--- src/rtl/icache_fill_ctrl_pkg.sv ---
// Shared types and helpers for the instruction-cache fill controller.
// Optional feature macro: ICACHE_FILL_CTRL_PERF_EN (hit/miss performance counters).
`ifndef ADDR_WIDTH
`define ADDR_WIDTH 32
`endif
`ifndef ICACHE_DATA_BLOCK_SIZE
`define ICACHE_DATA_BLOCK_SIZE 64
`endif

package icache_fill_ctrl_pkg;

    // Controller states; the encoding is fixed so debug traces stay comparable.
    typedef enum logic [2:0] {
        IDLE      = 3'd0,
        LOOKUP    = 3'd1,
        MISS_REQ  = 3'd2,
        MISS_WAIT = 3'd3,
        FILL      = 3'd4,
        RESP      = 3'd5
    } state_t;

    localparam int unsigned DEFAULT_ADDR_WIDTH      = `ADDR_WIDTH;
    localparam int unsigned DEFAULT_BLOCK_SIZE_BITS = `ICACHE_DATA_BLOCK_SIZE;

    // Number of byte-offset bits inside one cache line of block_bits bits.
    function automatic int unsigned offset_bits(input int unsigned block_bits);
        return $clog2(block_bits / 8);
    endfunction

    localparam int unsigned DEFAULT_OFFSET_BITS = offset_bits(DEFAULT_BLOCK_SIZE_BITS);

endpackage

--- src/rtl/icache_fill_ctrl_if.sv ---
// Fetch, cache-array and memory signals of the fill controller.
// master = the controller, slave = the surrounding fetch unit, array and memory.
//
// Handshake rule for every valid/ready pair (req, resp, mem_req): a transfer
// happens on a rising clk edge where valid and ready are both 1; once valid is
// raised, valid and its payload stay stable until that transfer. mem_resp_valid
// and cache_hit have no ready: they are single-cycle indications.
interface icache_fill_ctrl_if #(
    parameter int unsigned ADDR_WIDTH      = `ADDR_WIDTH,
    parameter int unsigned BLOCK_SIZE_BITS = `ICACHE_DATA_BLOCK_SIZE
) ();
    logic                       req_valid;
    logic                       req_ready;
    logic [ADDR_WIDTH-1:0]      req_addr;
    logic                       resp_valid;
    logic                       resp_ready;
    logic [BLOCK_SIZE_BITS-1:0] resp_data;
    logic [ADDR_WIDTH-1:0]      resp_addr;
    logic                       flush;

    logic [ADDR_WIDTH-1:0]      cache_addr;
    logic                       cache_csb0;
    logic                       cache_we_aL;
    logic [BLOCK_SIZE_BITS-1:0] cache_write_data;
    logic                       cache_hit;
    logic [BLOCK_SIZE_BITS-1:0] cache_rdata;

    logic                       mem_req_valid;
    logic                       mem_req_ready;
    logic [ADDR_WIDTH-1:0]      mem_req_addr;
    logic                       mem_resp_valid;
    logic [BLOCK_SIZE_BITS-1:0] mem_resp_data;

    modport master (
        input  req_valid, req_addr, resp_ready, flush,
        input  cache_hit, cache_rdata,
        input  mem_req_ready, mem_resp_valid, mem_resp_data,
        output req_ready, resp_valid, resp_data, resp_addr,
        output cache_addr, cache_csb0, cache_we_aL, cache_write_data,
        output mem_req_valid, mem_req_addr
    );

    modport slave (
        output req_valid, req_addr, resp_ready, flush,
        output cache_hit, cache_rdata,
        output mem_req_ready, mem_resp_valid, mem_resp_data,
        input  req_ready, resp_valid, resp_data, resp_addr,
        input  cache_addr, cache_csb0, cache_we_aL, cache_write_data,
        input  mem_req_valid, mem_req_addr
    );
endinterface

--- src/rtl/icache_fill_ctrl_sat_cnt32.sv ---
// 32-bit event counter that sticks at all-ones instead of wrapping.
module sat_cnt32 (
    input  logic        clk,
    input  logic        rst_aL,
    input  logic        inc,
    input  logic        load,
    input  logic [31:0] load_value,
    output logic [31:0] cnt
);
    // Count register: load has priority, increments stop at saturation.
    always_ff @(posedge clk) begin
        if (!rst_aL) begin
            cnt <= '0;
        end else if (load) begin
            cnt <= load_value;
        end else if (inc && (cnt != 32'hFFFF_FFFF)) begin
            cnt <= cnt + 32'd1;
        end
    end
endmodule

--- src/rtl/icache_fill_ctrl.sv ---
// Instruction-cache fill controller: looks up one line per fetch, on a miss
// fetches the block from memory, writes it into the array, then responds.
// Optional feature macro: ICACHE_FILL_CTRL_PERF_EN adds perf_hit_cnt/perf_miss_cnt.
module icache_fill_ctrl
    import icache_fill_ctrl_pkg::*;
#(
    parameter int unsigned ADDR_WIDTH      = `ADDR_WIDTH,
    parameter int unsigned BLOCK_SIZE_BITS = `ICACHE_DATA_BLOCK_SIZE
) (
    input  logic                 clk,
    input  logic                 rst_aL,
    icache_fill_ctrl_if.master   bus,
`ifdef ICACHE_FILL_CTRL_PERF_EN
    output logic [31:0]          perf_hit_cnt,
    output logic [31:0]          perf_miss_cnt,
`endif
    output state_t               dbg_state
);
    localparam int unsigned OFS = offset_bits(BLOCK_SIZE_BITS);
    localparam logic [ADDR_WIDTH-1:0] OFS_MASK = ADDR_WIDTH'((64'd1 << OFS) - 64'd1);

    state_t                     state_q, state_d;
    logic [ADDR_WIDTH-1:0]      addr_q, addr_d;
    logic [BLOCK_SIZE_BITS-1:0] data_q, data_d;
    logic                       drop_q, drop_d;

    logic                  req_ready, resp_valid, csb0, we_aL, mem_req_valid;
    logic [ADDR_WIDTH-1:0] cache_addr;

    // State and datapath registers.
    always_ff @(posedge clk) begin
        if (!rst_aL) begin
            state_q <= IDLE;
            addr_q  <= '0;
            data_q  <= '0;
            drop_q  <= 1'b0;
        end else begin
            state_q <= state_d;
            addr_q  <= addr_d;
            data_q  <= data_d;
            drop_q  <= drop_d;
        end
    end

    // Next-state and per-state outputs; a flushed miss still completes its fill.
    always_comb begin
        state_d       = state_q;
        addr_d        = addr_q;
        data_d        = data_q;
        drop_d        = drop_q;
        req_ready     = 1'b0;
        resp_valid    = 1'b0;
        csb0          = 1'b1;
        we_aL         = 1'b1;
        cache_addr    = '0;
        mem_req_valid = 1'b0;
        case (state_q)
            IDLE: begin
                req_ready = 1'b1;
                if (bus.req_valid) begin
                    addr_d     = bus.req_addr;
                    drop_d     = 1'b0;
                    csb0       = 1'b0;
                    cache_addr = bus.req_addr;
                    state_d    = LOOKUP;
                end
            end
            LOOKUP: begin
                if (bus.flush) begin
                    state_d = IDLE;
                end else if (bus.cache_hit) begin
                    data_d  = bus.cache_rdata;
                    state_d = RESP;
                end else begin
                    state_d = MISS_REQ;
                end
            end
            MISS_REQ: begin
                mem_req_valid = 1'b1;
                if (bus.flush) drop_d = 1'b1;
                if (bus.mem_req_ready) state_d = MISS_WAIT;
            end
            MISS_WAIT: begin
                if (bus.flush) drop_d = 1'b1;
                if (bus.mem_resp_valid) begin
                    data_d  = bus.mem_resp_data;
                    state_d = FILL;
                end
            end
            FILL: begin
                csb0       = 1'b0;
                we_aL      = 1'b0;
                cache_addr = addr_q;
                state_d    = (drop_q || bus.flush) ? IDLE : RESP;
            end
            RESP: begin
                resp_valid = 1'b1;
                if (bus.flush || bus.resp_ready) state_d = IDLE;
            end
            default: state_d = IDLE;
        endcase
    end

    assign bus.req_ready        = req_ready;
    assign bus.resp_valid       = resp_valid;
    assign bus.resp_data        = data_q;
    assign bus.resp_addr        = addr_q;
    assign bus.cache_addr       = cache_addr;
    assign bus.cache_csb0       = csb0;
    assign bus.cache_we_aL      = we_aL;
    assign bus.cache_write_data = data_q;
    assign bus.mem_req_valid    = mem_req_valid;
    assign bus.mem_req_addr     = addr_q & ~OFS_MASK;
    assign dbg_state            = state_q;

`ifdef ICACHE_FILL_CTRL_PERF_EN
    logic hit_evt, miss_evt;
    assign hit_evt  = (state_q == LOOKUP) && !bus.flush && bus.cache_hit;
    assign miss_evt = (state_q == LOOKUP) && !bus.flush && !bus.cache_hit;

    sat_cnt32 u_hit_cnt (
        .clk(clk), .rst_aL(rst_aL), .inc(hit_evt),
        .load(1'b0), .load_value(32'd0), .cnt(perf_hit_cnt)
    );
    sat_cnt32 u_miss_cnt (
        .clk(clk), .rst_aL(rst_aL), .inc(miss_evt),
        .load(1'b0), .load_value(32'd0), .cnt(perf_miss_cnt)
    );
`endif
endmodule

--- src/flat_wrapper.sv ---
// flat-port wrapper written by rule: the top's interface ports become plain ports
module icache_fill_ctrl_flat import icache_fill_ctrl_pkg::*;
#(
    parameter int unsigned ADDR_WIDTH      = `ADDR_WIDTH,
    parameter int unsigned BLOCK_SIZE_BITS = `ICACHE_DATA_BLOCK_SIZE
)
  (clk, rst_aL, dbg_state, bus_req_valid, bus_req_addr, bus_resp_ready, bus_flush, bus_cache_hit, bus_cache_rdata, bus_mem_req_ready, bus_mem_resp_valid, bus_mem_resp_data, bus_req_ready, bus_resp_valid, bus_resp_data, bus_resp_addr, bus_cache_addr, bus_cache_csb0, bus_cache_we_aL, bus_cache_write_data, bus_mem_req_valid, bus_mem_req_addr);
  icache_fill_ctrl_if #(.ADDR_WIDTH(ADDR_WIDTH), .BLOCK_SIZE_BITS(BLOCK_SIZE_BITS)) bus_i ();
  input  logic clk;
  input  logic rst_aL;
  output state_t dbg_state;
  input wire logic [$bits(bus_i.req_valid)-1:0] bus_req_valid;
  input wire logic [$bits(bus_i.req_addr)-1:0] bus_req_addr;
  input wire logic [$bits(bus_i.resp_ready)-1:0] bus_resp_ready;
  input wire logic [$bits(bus_i.flush)-1:0] bus_flush;
  input wire logic [$bits(bus_i.cache_hit)-1:0] bus_cache_hit;
  input wire logic [$bits(bus_i.cache_rdata)-1:0] bus_cache_rdata;
  input wire logic [$bits(bus_i.mem_req_ready)-1:0] bus_mem_req_ready;
  input wire logic [$bits(bus_i.mem_resp_valid)-1:0] bus_mem_resp_valid;
  input wire logic [$bits(bus_i.mem_resp_data)-1:0] bus_mem_resp_data;
  output wire logic [$bits(bus_i.req_ready)-1:0] bus_req_ready;
  output wire logic [$bits(bus_i.resp_valid)-1:0] bus_resp_valid;
  output wire logic [$bits(bus_i.resp_data)-1:0] bus_resp_data;
  output wire logic [$bits(bus_i.resp_addr)-1:0] bus_resp_addr;
  output wire logic [$bits(bus_i.cache_addr)-1:0] bus_cache_addr;
  output wire logic [$bits(bus_i.cache_csb0)-1:0] bus_cache_csb0;
  output wire logic [$bits(bus_i.cache_we_aL)-1:0] bus_cache_we_aL;
  output wire logic [$bits(bus_i.cache_write_data)-1:0] bus_cache_write_data;
  output wire logic [$bits(bus_i.mem_req_valid)-1:0] bus_mem_req_valid;
  output wire logic [$bits(bus_i.mem_req_addr)-1:0] bus_mem_req_addr;
  assign bus_i.req_valid = bus_req_valid;
  assign bus_i.req_addr = bus_req_addr;
  assign bus_i.resp_ready = bus_resp_ready;
  assign bus_i.flush = bus_flush;
  assign bus_i.cache_hit = bus_cache_hit;
  assign bus_i.cache_rdata = bus_cache_rdata;
  assign bus_i.mem_req_ready = bus_mem_req_ready;
  assign bus_i.mem_resp_valid = bus_mem_resp_valid;
  assign bus_i.mem_resp_data = bus_mem_resp_data;
  assign bus_req_ready = bus_i.req_ready;
  assign bus_resp_valid = bus_i.resp_valid;
  assign bus_resp_data = bus_i.resp_data;
  assign bus_resp_addr = bus_i.resp_addr;
  assign bus_cache_addr = bus_i.cache_addr;
  assign bus_cache_csb0 = bus_i.cache_csb0;
  assign bus_cache_we_aL = bus_i.cache_we_aL;
  assign bus_cache_write_data = bus_i.cache_write_data;
  assign bus_mem_req_valid = bus_i.mem_req_valid;
  assign bus_mem_req_addr = bus_i.mem_req_addr;
  icache_fill_ctrl #(.ADDR_WIDTH(ADDR_WIDTH), .BLOCK_SIZE_BITS(BLOCK_SIZE_BITS)) u_core (.clk(clk), .rst_aL(rst_aL), .bus(bus_i), .dbg_state(dbg_state));
endmodule
--- config.mk ---
export PLATFORM = sky130hd
export DESIGN_NAME = icache_fill_ctrl_flat
export DESIGN_NICKNAME = d
export VERILOG_FILES = /design/src/rtl/icache_fill_ctrl_pkg.sv /design/src/rtl/icache_fill_ctrl_if.sv /design/src/rtl/icache_fill_ctrl_sat_cnt32.sv /design/src/rtl/icache_fill_ctrl.sv /design/src/flat_wrapper.sv
export SDC_FILE = /design/constraint.sdc
export NUM_CORES = 1
export LEC_CHECK = 0
export CAP_MARGIN = 10
export CORE_AREA = 2 2 157 159
export CTS_CLUSTER_DIAMETER = 100
export DETAILED_ROUTE_END_ITERATION = 16
export DIE_AREA = 0 0 159 161
export PLACE_DENSITY_LB_ADDON = 0.15
export SYNTH_ARGS = -nofsm -noshare
export SYNTH_HDL_FRONTEND = slang
export SYNTH_SLANG_ARGS = --single-unit
--- constraint.sdc ---
create_clock -name clk -period 4.55 [get_ports clk]
set_clock_uncertainty 0.05 [all_clocks]
set_input_delay 0.91 -clock clk [delete_from_list [all_inputs] [get_ports clk]]
set_output_delay 0.91 -clock clk [all_outputs]
set_load 0.02 [all_outputs]
==> reports/metrics.csv, run 1 <==
stage,metric,value,unit
final_layout,Area Overhead vs Synth,67.5,%
worst_setup_path,Crit Path Category,in -> out,
timing,worst setup margin,0.626,ns
synth,Synth Area in Compound Gates,0.201,
timing,endpoints failing setup,0,
synth,Gate Count Post-Synth,642,
timing,unrepaired setup endpoints after global routing,no,
cts,clock root buffer,clkbuf_16,
die,die width,159,um
cts,clk buf depth,2,
timing,Fmax,255,MHz
worst_setup_path,CP Launch Type,input pin,
placement,gpl congestion,0.783,
cts,post-CTS setup buffer count,0,
routing,Remaining DRCs,0,
cts,number of hold buffers added after cts,0,
global_route,first-pass GRT wire length,30500,um
synth,combinational family with the most area after synthesis,compound AO/OA/AOI/OAI gates,
final_layout,Layout Nets,1083,
die,Starting Density,0.233,
timing,Fin Setup TNS,0,ns
synth,Synth Area in Simple Gates,0.137,
routing,vias per inst,4.30,
synth,mux contribution to synthesized area,0.116,
cts,worst skew pair latency,0.35,ns
synth,most common cell in the netlist,nand2_1,
placement,hpwl dp,15700,um
final_layout,Antenna diodes,0,
power_and_ir_drop,PwrDens,284,nW/um^2
die,Ports,400,
synth,synthesized cell area,5590,um^2
cts,TritonCTS clock tree,yes,
worst_setup_path,critical path capture point type,output pin,
routing,Detailed Routing Iterations Pass 1,4,
timing,Final min period,3.92,ns
die,die area,25600,um^2
synth,Most used DFF post-synth,dfxtp_1,
run_status,status,"complete, no violations",
synth,share of the synthesized area in the top cell type,0.358,
synth,adder-cell share of the synthesized area,0,
synth,Synth Register Bits,100,
global_route,initial antenna violation count,0,
synth,Post-synth top cells,"nand2_1 (168), buf_4 (103), dfxtp_1 (100)",
final_layout,share of cells above drive strength 1,0.0359,
worst_setup_path,Worst EP arrival,2.96,ns
routing,total number of vias,5342,
power_and_ir_drop,static leakage,4.41,nW
worst_setup_path,Worst Path Required,3.59,ns
worst_setup_path,crit-path max FO,32,
cts,clk slew on worst S/H paths,0.07,ns
synth,Post-synth EDFFs,0,
routing,WL/cell,16.5,um
synth,XOR/XNOR share of the synthesized area,0,
timing,Least-Margin Pin Slew,1.05,ns
global_route,largest net degree at the start of global routing,80,
routing,"wirelength, routed",20500,um
synth,Async SR Flop Fraction,0,
placement,port bufs,396,
cts,cts bufs inserted,9,
synth,"Seq/Total Area, Yosys",0.358,
synth,Yosys cell types,34,
worst_hold_path,Hold Crit Class,reg -> reg,
global_route,vias in the first global route,5164,
timing,Slew HR,0.302,
global_route,overflow left after global routing,0,
cts,CTS Sinks,100,
timing,final worst-path cycle share,0.862,
synth,Avg Inst Size Synth,8.71,um^2
synth,Synthesis Warnings,0,
synth,top cell type by total area after synthesis,dfxtp_1,
placement,Setup WS pre-CTS,0.664,ns
routing,"antenna viol nets, final",0,
global_route,Total Routing Usage GR,0.153,
die,FP Rows,57,
timing,Slew Limit Fails,0,
timing,final hold vios,0,
job,Max-cap violations,0,
power_and_ir_drop,worst vdd ir,0.113,mV
die,DIE HEIGHT,161,um
cts,H-tree depth,3,
synth,"top cells by area, synth","dfxtp_1 (36%), buf_4 (14%), mux2i_1 (12%)",
routing,DRT iter0 DRCs,242,
cts,Resized Gates After CTS,0,
die,CORE AREA,24000,um^2
## worst paths after layout
path	start	endpoint	slack (ns)	depth (start not counted)
setup / recovery	bus_req_valid	bus_cache_addr[26]	0.63	7
hold / removal	u_core.bus.resp_addr[2]	u_core.bus.resp_addr[2]	0.44	2
setup reg to reg	u_core.dbg_state[2]	u_core.bus.cache_write_data[0]	1.72	5
hold reg to reg	u_core.bus.resp_addr[2]	u_core.bus.resp_addr[2]	0.44	2
## report_power, final
group / total, W / switching, W / leakage (nW) / internal [W]
registers: 0.00101 / 0.0000716 / 0.816 / 0.000936
logic: 0.000849 / 0.000403 / 3.45 / 0.000446
clock network: 0.000800 / 0.000357 / 0.145 / 0.000442
total: 0.00266 / 0.000832 / 4.41 / 0.00182
## worst max-delay path, cell delays in order
cell and delay [ns]:
clkdlybuf4s50_1 0.48, nand2b_1 0.12, nor3_4 0.12, buf_4 0.37, nand2_1 0.13, a21oi_1 0.17
clkdlybuf4s50_1 0.64
## layout make-up
type,count,area (um^2)
Multi-Input combinational cell,397,2560
Sequential cell,100,2000
Timing Repair Buffer,407,4090
Fill cell,2498,14600
Clock inverter,5,60.1
Tap cell,324,405
Clock buffer,10,239
## metrics by stage
| stage | hold slack [ns] | util | instances | cell area (um^2) | power, W |
|---|---|---|---|---|---|
| 4_1_cts | 0.436 | 0.391 | 1243 | 9370 | 0.00271 |
| 5_1_grt | 0.458 | 0.391 | 1243 | 9370 | 0.00279 |
| 2_1_floorplan | 0.486 | - | 644 | 5600 | 0.00147 |
| 3_3_place_gp | 0.433 | 0.378 | 1228 | 9070 | 0.00189 |
| 6_report | 0.435 | 0.391 | 1243 | 9370 | 0.00266 |
| 3_5_place_dp | 0.425 | 0.378 | 1228 | 9070 | 0.00189 |
## kinds of logic (layout without fill, tap and decap cells)
kind of cell           after synthesis  in the layout
multiplexers                        65             65
flip-flops                         100            100
AND/OR/NAND/NOR                    189            189
AO/OA/AOI/OAI                      140            140
other                                1              3
buffers and inverters              147            422
## cell usage in the layout (no fill, tap or decap), drive strengths merged, types with 2 or more instances in the layout
cell type / n
a21boi: 34
a21oi: 35
and2: 2
buf: 12
clkbuf: 10
clkdlybuf4s50: 395
conb: 3
dfxtp: 100
inv: 2
mux2i: 65
nand2: 168
nand2b: 2
nor2: 4
nor3: 2
nor3b: 2
nor4: 2
o211a: 64
o21ai: 2
## layer usage
layer  track usage  part of all wire  vias to the layer above  routed length, um
li1              -                 -                     2632                  -
met1         0.175              0.40                     2418               8190
met2         0.268              0.49                      272              10000
met3        0.0496             0.091                       20               1870
met4        0.0533             0.020                        0                403
met5             0                 0                        -                  0
## flip-flops by register name (all words and copies together) (netlist names)
signal                       flops
u_core.bus.resp_addr            32
u_core.dbg_state                 3
u_core.drop_q                    1
u_core.bus.cache_write_data     64
Power figures use the tool's default switching activity.
==> run 2: changes to the inputs <==
CTS_CLUSTER_SIZE = 16   (was default)
==> results of run 2 <==
The final DEF is identical to that of run 1; final timing and power are the same.
==> run 3: changes to the inputs <==
CORE_AREA = 3 3 154 156   (was 2 2 157 159)
DIE_AREA = 0 0 157 159   (was 0 0 159 161)
==> reports/metrics.csv, run 3 (synthesis gave the netlist of run 1 again) <==
stage,metric,value,unit,change
run_status,status,"complete, no violations",,
timing,Fin Setup TNS,0,ns,unchanged
timing,final hold vios,0,,unchanged
cts,TritonCTS clock tree,yes,,
power_and_ir_drop,Overall Power,0.00266,W,+0.28%
timing,unrepaired setup endpoints after global routing,no,,
worst_setup_path,Crit Path Category,in -> out,,
global_route,Global Route met2 Usage,0.270,,+0.00271
timing,endpoints failing setup,0,,unchanged
timing,Final min period,3.88,ns,-0.0453 ns
routing,WL/cell,16.8,um,+1.8%
final_layout,"most common cell after layout, fill and taps aside",clkdlybuf4s50_1,,
placement,hpwl dp,14900,um,-4.7%
worst_setup_path,Worst EP arrival,2.92,ns,-0.04 ns
routing,total number of vias,5259,,-1.6%
cts,Resized Gates After CTS,0,,unchanged
worst_setup_path,CP max-delay cell,clkdlybuf4s50_1,,
global_route,grt peak-use layer,met2,,
final_layout,Area Overhead vs Synth,65.9,%,
timing,Least-Margin Pin Slew,1.08,ns,+0.0325 ns
die,Starting Density,0.249,,+0.0151
worst_hold_path,Hold Crit Class,reg -> reg,,
timing,Slew HR,0.280,,-0.0216
worst_setup_path,crit-path max FO,32,,unchanged
die,FP Rows,55,,-3.5%
final_layout,share of cells above drive strength 1,0.0306,,-0.00531
routing,Remaining DRCs,0,,unchanged
die,die area,25000,um^2,-2.5%
routing,vias per inst,4.38,,+2.0%
die,die width,157,um,-1.3%
cts,CTS Sinks,100,,unchanged
final_layout,Fillers,2291,,-8.3%
worst_setup_path,Critical Path Max Stage Delay,0.64,ns,about the same
routing,"antenna viol nets, final",0,,unchanged
cts,number of hold buffers added after cts,0,,unchanged
final_layout,Layout Nets,1078,,-0.46%
global_route,initial antenna violation count,0,,unchanged
routing,"wirelength, routed",20200,um,-1.7%
power_and_ir_drop,PwrDens,287,nW/um^2,+1.2%
global_route,vias in the first global route,5086,,-1.5%
worst_setup_path,Worst Reg2Reg Path Length in Cells,5,,unchanged
cts,post-CTS setup buffer count,0,,unchanged
timing,final worst-path cycle share,0.852,,-0.00995
cts,H-tree depth,3,,unchanged
job,Max-cap violations,0,,unchanged
die,DIE HEIGHT,159,um,-1.2%
global_route,largest net degree at the start of global routing,129,,+61%
worst_hold_path,Hold Path Depth,2,,unchanged
cts,clk slew on worst S/H paths,0.08,ns,about the same
worst_setup_path,critical path capture point type,output pin,,
worst_setup_path,worst path cell trace,clkdlybuf4s50_1 > nand2b_1 > nor3_4 > buf_4 > nand2_1 > a21oi_1 > clkdlybuf4s50_1,,
global_route,Total Routing Usage GR,0.154,,+0.000988
cts,clock root buffer,clkbuf_16,,
die,Ports,400,,unchanged
timing,Slew Limit Fails,0,,unchanged
cts,clk buf depth,2,,unchanged
routing,DRT iter0 DRCs,229,,-5.4%
final_layout,Antenna diodes,0,,unchanged
die,CORE AREA,22500,um^2,-6.1%
global_route,GR Layer Usage met3,0.0535,,+0.00398
routing,Detailed Routing Iterations Pass 1,4,,unchanged
cts,worst skew pair latency,0.34,ns,about the same
global_route,grt met1 use,0.177,,+0.00250
cts,cts bufs inserted,9,,unchanged
final_layout,most frequent cells in the layout,"clkdlybuf4s50_1 (395), nand2_1 (168), dfxtp_1 (99)",,
global_route,first-pass GRT wire length,30200,um,-0.95%
final_layout,max reg flops,64,,unchanged
worst_setup_path,Worst Path Required,3.59,ns,about the same
power_and_ir_drop,worst vdd ir,0.134,mV,+19%
timing,Fmax,258,MHz,+1.2%
placement,gpl congestion,0.798,,+1.8%
worst_setup_path,worst reg-to-reg setup slack,1.78,ns,+0.06 ns
worst_setup_path,CP Launch Type,input pin,,
placement,port bufs,396,,unchanged
worst_setup_path,Crit path top cell by count,clkdlybuf4s50_1,,
power_and_ir_drop,static leakage,4.39,nW,-0.46%
global_route,overflow left after global routing,0,,unchanged
-- run 3: layout make-up --
cell class	instances	area, um^2	area share
clock buffer	12	256	0.0276
clock inverter	4	55.1	0.00593
multi-input combinational	397	2560	0.276
sequential	100	2000	0.216
tap	285	357	0.0384
timing repair buffer	402	4040	0.436
-- run 3: power breakdown --
group	switching, W	total, W	leakage (nW)	internal, W
combinational	0.000399	0.000841	3.42	0.000442
clock	0.000357	0.000818	0.149	0.000461
sequential	0.0000696	0.00101	0.816	0.000936
total	0.000825	0.00266	4.39	0.00184
-- run 3: final timing paths --
| check | start | end |
|---|---|---|
| max | bus_req_valid | bus_cache_addr[27] |
| min | u_core.bus.resp_addr[2] | u_core.bus.resp_addr[2] |
| max reg2reg | u_core.dbg_state[2] | u_core.bus.cache_write_data[39] |
| min reg2reg | u_core.bus.resp_addr[2] | u_core.bus.resp_addr[2] |
-- run 3: metal layers --
layer | vias to the layer above | wire, um
met4 | 0 | 221
met2 | 248 | 10000
met3 | 13 | 1920
met1 | 2381 | 8010
met5 | - | 0
li1 | 2617 | -
-- run 3: per-stage QoR --
| step | area [um^2] | hold slack, ns | cells | util | setup slack, ns |
|---|---|---|---|---|---|
| floorplan | 5600 | 0.486 | 644 | - | 1.66 |
| global placement | 8970 | 0.421 | 1184 | 0.399 | 0.691 |
| detailed placement | 8970 | 0.418 | 1184 | 0.399 | 0.649 |
| CTS | 9280 | 0.430 | 1200 | 0.412 | 0.649 |
| global route | 9280 | 0.454 | 1200 | 0.412 | 0.532 |
| finish | 9280 | 0.427 | 1200 | 0.412 | 0.671 |
-- run 3: critical path, delay by kind of cell --
family / cells / cell delay (ns)
compound gates: 1 / 0.16
buf+inv: 3 / 1.47
simple gates: 3 / 0.35
